===== src/rtl/tluh_sram_responder.sv =====
// rtl/tluh_sram_responder.sv - TL-UH device responder for a single-port 1-cycle SRAM
// Serves Get/Put, executes arithmetic/logical atomics as read-modify-write, acks Intent.
package tluh_pkg;
   typedef struct packed {
      logic        a_valid;
      logic [2:0]  a_opcode;
      logic [2:0]  a_param;
      logic [1:0]  a_size;
      logic [7:0]  a_source;
      logic [31:0] a_address;
      logic [3:0]  a_mask;
      logic [31:0] a_data;
      logic        d_ready;
   } tluh_h2d_t;

   typedef struct packed {
      logic        d_valid;
      logic [2:0]  d_opcode;
      logic [2:0]  d_param;
      logic [1:0]  d_size;
      logic [7:0]  d_source;
      logic        d_sink;
      logic [31:0] d_data;
      logic        d_error;
      logic        a_ready;
   } tluh_d2h_t;

   localparam logic [2:0] OP_PUT_FULL    = 3'd0;
   localparam logic [2:0] OP_PUT_PARTIAL = 3'd1;
   localparam logic [2:0] OP_ARITH       = 3'd2;
   localparam logic [2:0] OP_LOGIC       = 3'd3;
   localparam logic [2:0] OP_GET         = 3'd4;
   localparam logic [2:0] OP_INTENT      = 3'd5;

   localparam logic [2:0] RSP_ACK      = 3'd0;
   localparam logic [2:0] RSP_ACK_DATA = 3'd1;
   localparam logic [2:0] RSP_HINT_ACK = 3'd2;

   localparam logic [2:0] ARITH_MIN  = 3'd1;
   localparam logic [2:0] ARITH_MAX  = 3'd2;
   localparam logic [2:0] ARITH_MINU = 3'd3;
   localparam logic [2:0] ARITH_MAXU = 3'd4;
   localparam logic [2:0] ARITH_ADD  = 3'd5;

   localparam logic [2:0] LOGIC_XOR  = 3'd1;
   localparam logic [2:0] LOGIC_OR   = 3'd2;
   localparam logic [2:0] LOGIC_AND  = 3'd3;
   localparam logic [2:0] LOGIC_SWAP = 3'd4;
endpackage

module tluh_sram_responder
   import tluh_pkg::*;
#(
   parameter int SramAw = 12
) (
   input  logic              clk_i,
   input  logic              rst_ni,
   input  tluh_h2d_t         tl_i,
   output tluh_d2h_t         tl_o,
   output logic              req_o,
   output logic              we_o,
   output logic [SramAw-1:0] addr_o,
   output logic [31:0]       wdata_o,
   output logic [31:0]       wmask_o,
   input  logic [31:0]       rdata_i
);
   typedef enum logic [2:0] {IDLE, READ, CAPTURE, WRITE, RESP} state_e;

   state_e            state_q, state_d;
   logic [2:0]        op_q, param_q, rsp_op_q, rsp_op_d;
   logic [1:0]        size_q;
   logic [7:0]        source_q;
   logic [SramAw-1:0] addr_q, addr_d;
   logic [31:0]       data_q, rsp_data_q, amo_new, mask_exp, wdata_d, wmask_d;
   logic              err_q, req_err, accept, req_d, we_d;
   logic              is_get, is_put, is_arith, is_logic, is_int;

   always_comb begin
      is_get   = tl_i.a_opcode == OP_GET;
      is_put   = (tl_i.a_opcode == OP_PUT_FULL) || (tl_i.a_opcode == OP_PUT_PARTIAL);
      is_arith = tl_i.a_opcode == OP_ARITH;
      is_logic = tl_i.a_opcode == OP_LOGIC;
      is_int   = tl_i.a_opcode == OP_INTENT;
      req_err  = 1'b0;
      if (!(is_get || is_put || is_arith || is_logic || is_int)) req_err = 1'b1;
      if ((tl_i.a_address >> (SramAw + 2)) != 32'd0) req_err = 1'b1;
      if (tl_i.a_size == 2'd2 && tl_i.a_address[1:0] != 2'd0) req_err = 1'b1;
      if ((is_arith || is_logic) && (tl_i.a_size != 2'd2 || tl_i.a_mask != 4'hF)) req_err = 1'b1;
      if (is_arith && (tl_i.a_param < 3'd1 || tl_i.a_param > 3'd5)) req_err = 1'b1;
      if (is_logic && (tl_i.a_param < 3'd1 || tl_i.a_param > 3'd4)) req_err = 1'b1;
      if (is_int && (tl_i.a_param < 3'd1 || tl_i.a_param > 3'd2)) req_err = 1'b1;
      // Errored requests still answer with their type's normal opcode
      if (is_get || is_arith || is_logic) rsp_op_d = RSP_ACK_DATA;
      else if (is_int)                    rsp_op_d = RSP_HINT_ACK;
      else                                rsp_op_d = RSP_ACK;
      for (int i = 0; i < 4; i++) mask_exp[8*i +: 8] = {8{tl_i.a_mask[i]}};
   end

   always_comb begin
      amo_new = rdata_i;
      if (op_q == OP_ARITH) begin
         case (param_q)
            ARITH_MIN:  amo_new = ($signed(rdata_i) < $signed(data_q)) ? rdata_i : data_q;
            ARITH_MAX:  amo_new = ($signed(rdata_i) > $signed(data_q)) ? rdata_i : data_q;
            ARITH_MINU: amo_new = (rdata_i < data_q) ? rdata_i : data_q;
            ARITH_MAXU: amo_new = (rdata_i > data_q) ? rdata_i : data_q;
            ARITH_ADD:  amo_new = rdata_i + data_q;
            default:    amo_new = rdata_i;
         endcase
      end else begin
         case (param_q)
            LOGIC_XOR:  amo_new = rdata_i ^ data_q;
            LOGIC_OR:   amo_new = rdata_i | data_q;
            LOGIC_AND:  amo_new = rdata_i & data_q;
            LOGIC_SWAP: amo_new = data_q;
            default:    amo_new = rdata_i;
         endcase
      end
   end

   // Next state plus the next values of the registered SRAM port
   always_comb begin
      state_d = state_q;
      accept  = 1'b0;
      req_d   = 1'b0;
      we_d    = 1'b0;
      addr_d  = '0;
      wdata_d = '0;
      wmask_d = '0;
      case (state_q)
         IDLE: begin
            if (tl_i.a_valid) begin
               accept = 1'b1;
               if (req_err || is_int) begin
                  state_d = RESP;
               end else if (is_put) begin
                  state_d = WRITE;
                  req_d   = 1'b1;
                  we_d    = 1'b1;
                  addr_d  = tl_i.a_address[SramAw+1:2];
                  wdata_d = tl_i.a_data;
                  wmask_d = mask_exp;
               end else begin
                  state_d = READ;
                  req_d   = 1'b1;
                  addr_d  = tl_i.a_address[SramAw+1:2];
               end
            end
         end
         READ:    state_d = CAPTURE;
         CAPTURE: begin
            if (op_q == OP_GET) begin
               state_d = RESP;
            end else begin
               state_d = WRITE;
               req_d   = 1'b1;
               we_d    = 1'b1;
               addr_d  = addr_q;
               wdata_d = amo_new;
               wmask_d = '1;
            end
         end
         WRITE:   state_d = RESP;
         RESP:    if (tl_i.d_ready) state_d = IDLE;
         default: state_d = IDLE;
      endcase
   end

   always_ff @(posedge clk_i or negedge rst_ni) begin
      if (!rst_ni) begin
         state_q    <= IDLE;
         op_q       <= '0;
         param_q    <= '0;
         size_q     <= '0;
         source_q   <= '0;
         addr_q     <= '0;
         data_q     <= '0;
         err_q      <= 1'b0;
         rsp_op_q   <= '0;
         rsp_data_q <= '0;
         req_o      <= 1'b0;
         we_o       <= 1'b0;
         addr_o     <= '0;
         wdata_o    <= '0;
         wmask_o    <= '0;
      end else begin
         state_q <= state_d;
         req_o   <= req_d;
         we_o    <= we_d;
         addr_o  <= addr_d;
         wdata_o <= wdata_d;
         wmask_o <= wmask_d;
         if (accept) begin
            op_q       <= tl_i.a_opcode;
            param_q    <= tl_i.a_param;
            size_q     <= tl_i.a_size;
            source_q   <= tl_i.a_source;
            addr_q     <= tl_i.a_address[SramAw+1:2];
            data_q     <= tl_i.a_data;
            err_q      <= req_err;
            rsp_op_q   <= rsp_op_d;
            rsp_data_q <= '0;
         end
         if (state_q == CAPTURE) rsp_data_q <= rdata_i;
      end
   end

   always_comb begin
      tl_o         = '0;
      tl_o.a_ready = state_q == IDLE;
      if (state_q == RESP) begin
         tl_o.d_valid  = 1'b1;
         tl_o.d_opcode = rsp_op_q;
         tl_o.d_size   = size_q;
         tl_o.d_source = source_q;
         tl_o.d_data   = err_q ? 32'd0 : rsp_data_q;
         tl_o.d_error  = err_q;
      end
   end
endmodule


===== config.mk =====
export PLATFORM = sky130hd
export DESIGN_NAME = tluh_sram_responder
export DESIGN_NICKNAME = d
export VERILOG_FILES = /design/src/rtl/tluh_sram_responder.sv
export SDC_FILE = /design/constraint.sdc
export NUM_CORES = 1
export LEC_CHECK = 0
export ABC_AREA = 1
export ABC_CLOCK_PERIOD_IN_PS = 2900
export BUFFER_PORTS_ARGS = -buffer_cell sky130_fd_sc_hd__buf_2
export CORE_UTILIZATION = 58
export CTS_BUF_LIST = sky130_fd_sc_hd__clkbuf_8
export DETAILED_ROUTE_END_ITERATION = 7
export PLACE_DENSITY = 0.88
export SLEW_MARGIN = 40
export SYNTH_ARGS = -nofsm -noshare
export SYNTH_HDL_FRONTEND = slang
export SYNTH_SLANG_ARGS = --single-unit

===== constraint.sdc =====
create_clock -name clk_i -period 2.9 [get_ports clk_i]
set_input_delay 0.145 -clock clk_i [delete_from_list [all_inputs] [get_ports clk_i]]
set_output_delay 0.145 -clock clk_i [all_outputs]
set_load 0.005 [all_outputs]

==> flow_metrics.tcl <==
set metrics [dict create \
    num_vias 16100 \
    cp_slowest_cell "ha_1" \
    clockRootBuffer "clkbuf_8" \
    arrival_ns 3.23 \
    combPwrFrac 0.726 \
    dieArea_um2 22600 \
    max_slew_margin 0.431 \
    timing.rr.end "wdata_o[14]" \
    dr_wl_met3_um 6780 \
    cts_tree "built" \
    tightest_slew_ns 0.848 \
    min_period_ns 2.85 \
    dieHeight_um 150 \
    overflow 0 \
    hpwl_um 32700 \
    drv_slew 0 \
    routedWlPerCell_um 19.7 \
    ys_warn_count 0 \
    synthAdderAreaFrac 0.0956 \
    io_pins 250 \
    status "complete, no violations" \
    worst_skew_pair.late_latency_ns 0.50 \
    path_class "reg -> reg" \
    synth_compound_area_frac 0.181 \
    final_cell_mix "444 x nand2_1, 243 x buf_2, 202 x inv_1" \
    worst-r2r-setup-slack_ns 0.05 \
    firstDrtPassIters 6 \
    synth_simple_gate_area_frac 0.310 \
    yosysSeqAreaShare 0.290 \
    grt_pass1_vias 14900 \
    drt-initial-drc-count 2415 \
    final_nets 2534 \
    fin_util 0.780 \
    cts_buffer_depth 2 \
    timing.fmax_mhz 351 \
    holdPathEnd "rsp_data_q[12]" \
    grt_use_total 0.435 \
    drc 0 \
    place_area_um2 14700 \
    syn_area_um2 12800 \
    path_cells "inv_1 -> ha_1 -> inv_2 -> a21oi_1 -> o21a_1 -> nand2_1 -> a21oi_4 -> nand2_4 -> nand2_2 -> nand2_4 -> nand2_1 -> nand4_4 -> buf_4 -> nand2_1 -> nand3_1 -> nand2_1 -> o21ai_1" \
    timing.final.crit_share 0.982 \
    ant_nets 0 \
    die_w_um 150 \
    netlist_instances 1939 \
    gp_congestion 1.07 \
    synth_top_family_by_area "simple AND/OR/NAND/NOR gates" \
    synth-seq-cells 148 \
    setup_viol 0 \
    synthXorXnorAreaFrac 0.00206 \
    cp_max_fo 8 \
    cts_max_level 4 \
    wirelength_um 51500 \
    dr_wl_met2_um 23000 \
    p_clk_frac 0.106 \
    critPathRequiredTime_ns 3.28 \
    p_switching_uw 9050 \
    crit_top_cell "nand2_1" \
    max_stage_delay_ns 0.38 \
    initial_core_util 0.600 \
    hp-class "in -> reg" \
    grt_max_degree 99 \
    clock_skew_ns 0.0243 \
    final_common_cell "nand2_1" \
    min_path_cells 3 \
    cellLeakagePower_uw 0.00862 \
    start_kind "register" \
    io_buffers 244 \
    power.share.switching 0.548 \
    highest_layer "met4" \
    wl_met1_um 18400 \
    rsz0062_at_grt "true" \
    r2r.worst_path.cells 17 \
    final_cell_area_um2 16600 \
    synthMuxAreaShare 0 \
    powerDensity_nw_per_um2 995 \
    grt_pass1_wl_um 75900 \
    fp.coreArea_um2 21300 \
    crit_path_end_kind "register" \
    path_clk_slew_ns 0.11 \
    row_count 53 \
    cap_violations 0 \
    cts-buffers-inserted 17 \
    seqPwrFrac 0.168 \
    syn_area_per_cell_um2 6.59 \
    hold_start "rdata_i[12]" \
    synthDistinctLibCells 49 \
    ir_drop_v 0.000686 \
    area_growth_pct 30.0 \
    hold_violations 0 \
    intPower_uw 7460 \
    cts_sinks 148 \
    layout-drive-gt1-share 0.228 \
    viasPerCell 6.18 \
    r2r_start "data_q[29]" \
    antenna_found_initial 1 \
]
-- synthesized netlist by cell type (all sizes together) --
cell type / instances / area share
nand2: 457 / 0.14
inv: 224 / 0.066
nand3: 205 / 0.081
nor2: 193 / 0.058
o21ai: 165 / 0.065
dfrtp: 148 / 0.29
a21oi: 108 / 0.043
ha: 96 / 0.094
clkbuf: 72 / 0.021
o22ai: 72 / 0.035
buf: 58 / 0.033
nand4: 32 / 0.017
nor3: 26 / 0.011
a2111oi: 16 / 0.011
a211oi: 13 / 0.0076
nor4: 8 / 0.0039
o211ai: 6 / 0.0035
o21a: 6 / 0.0035
a21o: 5 / 0.0029
o21bai: 4 / 0.0024
or2: 4 / 0.0020
a221oi: 3 / 0.0021
clkinv: 3 / 0.00088
a31oi: 2 / 0.00098
xor2: 2 / 0.0014
a211o: 1 / 0.00069
a21boi: 1 / 0.00059
a22oi: 1 / 0.00059
a32oi: 1 / 0.00069
and2: 1 / 0.00049
and3b: 1 / 0.00069
conb: 1 / 0.00029
fa: 1 / 0.0016
nand2b: 1 / 0.00049
o221a: 1 / 0.00088
xnor2: 1 / 0.00069
-- power by group through the flow --
stage / combinational, uW / sequential (uW) / clock (uW)
6_report: 12000 / 2780 / 1750
5_1_grt: 12700 / 2800 / 1830
4_1_cts: 10100 / 2760 / 1730
3_5_place_dp: 9940 / 2800 / 0
3_3_place_gp: 9740 / 2780 / 0
2_1_floorplan: 6510 / 2750 / 0
-- metal layers --
layer / track usage / vias up
li1: - / 7176
met1: 0.530 / 7284
met2: 0.685 / 1327
met3: 0.110 / 338
met4: 0.277 / 0
met5: 0 / -
-- worst max-delay path, delay by kind of cell (launching register included) --
family / cells / cell delay [ns]
AOI/OAI and AO/OA: 4 / 0.63
adders and majority gates: 1 / 0.38
buffers and inverters: 3 / 0.37
DFF: 1 / 0.36
and+or+nand+nor: 9 / 0.98
-- cells by family after synthesis --
family | Yosys count
simple gates | 928
compound gates | 405
buf+inv | 357
flops | 148
fa+ha+maj | 97
xor+xnor | 3
other cells | 1
-- registers in the layout, indices dropped and copies added, names as in the netlist --
register and cells:
we_o 1, wdata_o 32, size_q 2, wmask_o 4, state_q 3, rsp_op_q 2
req_o 1, op_q 3, data_q 32, addr_q 12, param_q 3, rsp_data_q 32
err_q 1, addr_o 12, source_q 8
-- cell type report --
class / count / area (um2)
fill: 1510 / 4690
clock buffer: 17 / 234
sequential: 148 / 3700
antenna: 3 / 7.51
inverter: 227 / 852
multi-input combinational: 1441 / 7930
clock inverter: 15 / 185
timing repair buffer: 482 / 3340
tap: 275 / 344
-- through the flow --
step	TNS [ns]	instances	setup WS [ns]	hold slack, ns	total power (uW)
floorplan	0	1943	0.372	-0.151	9270
global placement	0	2462	0.0423	0.172	12500
detailed placement	-1.21	2462	-0.118	0.178	12700
CTS	-0.0191	2563	-0.0144	0.0173	14600
global route	-0.771	2606	-0.0756	0.0517	17400
finish	0	2608	0.0511	0.0282	16500
-- worst max-delay path by stage --
stage | slack (ns) | startpoint | end
global route | -0.08 | data_q[3] | wdata_o[22]
finish | 0.05 | data_q[29] | wdata_o[14]
global placement | 0.04 | data_q[30] | wdata_o[3]
floorplan | 0.37 | data_q[28] | wdata_o[29]
CTS | -0.01 | data_q[30] | wdata_o[20]
detailed placement | -0.12 | data_q[30] | wdata_o[29]
-- what timing repair did --
item | in CTS | in global routing
endpoints found under the hold margin | 170 | 0
gates cloned | 0 | 7
pin swaps | 0 | 23
resized for setup | 4 | 73
endpoints found under the setup margin | 31 | 32
hold buffers | 69 | 0
setup buffers | 0 | 35
Note: power is estimated with default switching activity, not from simulation.
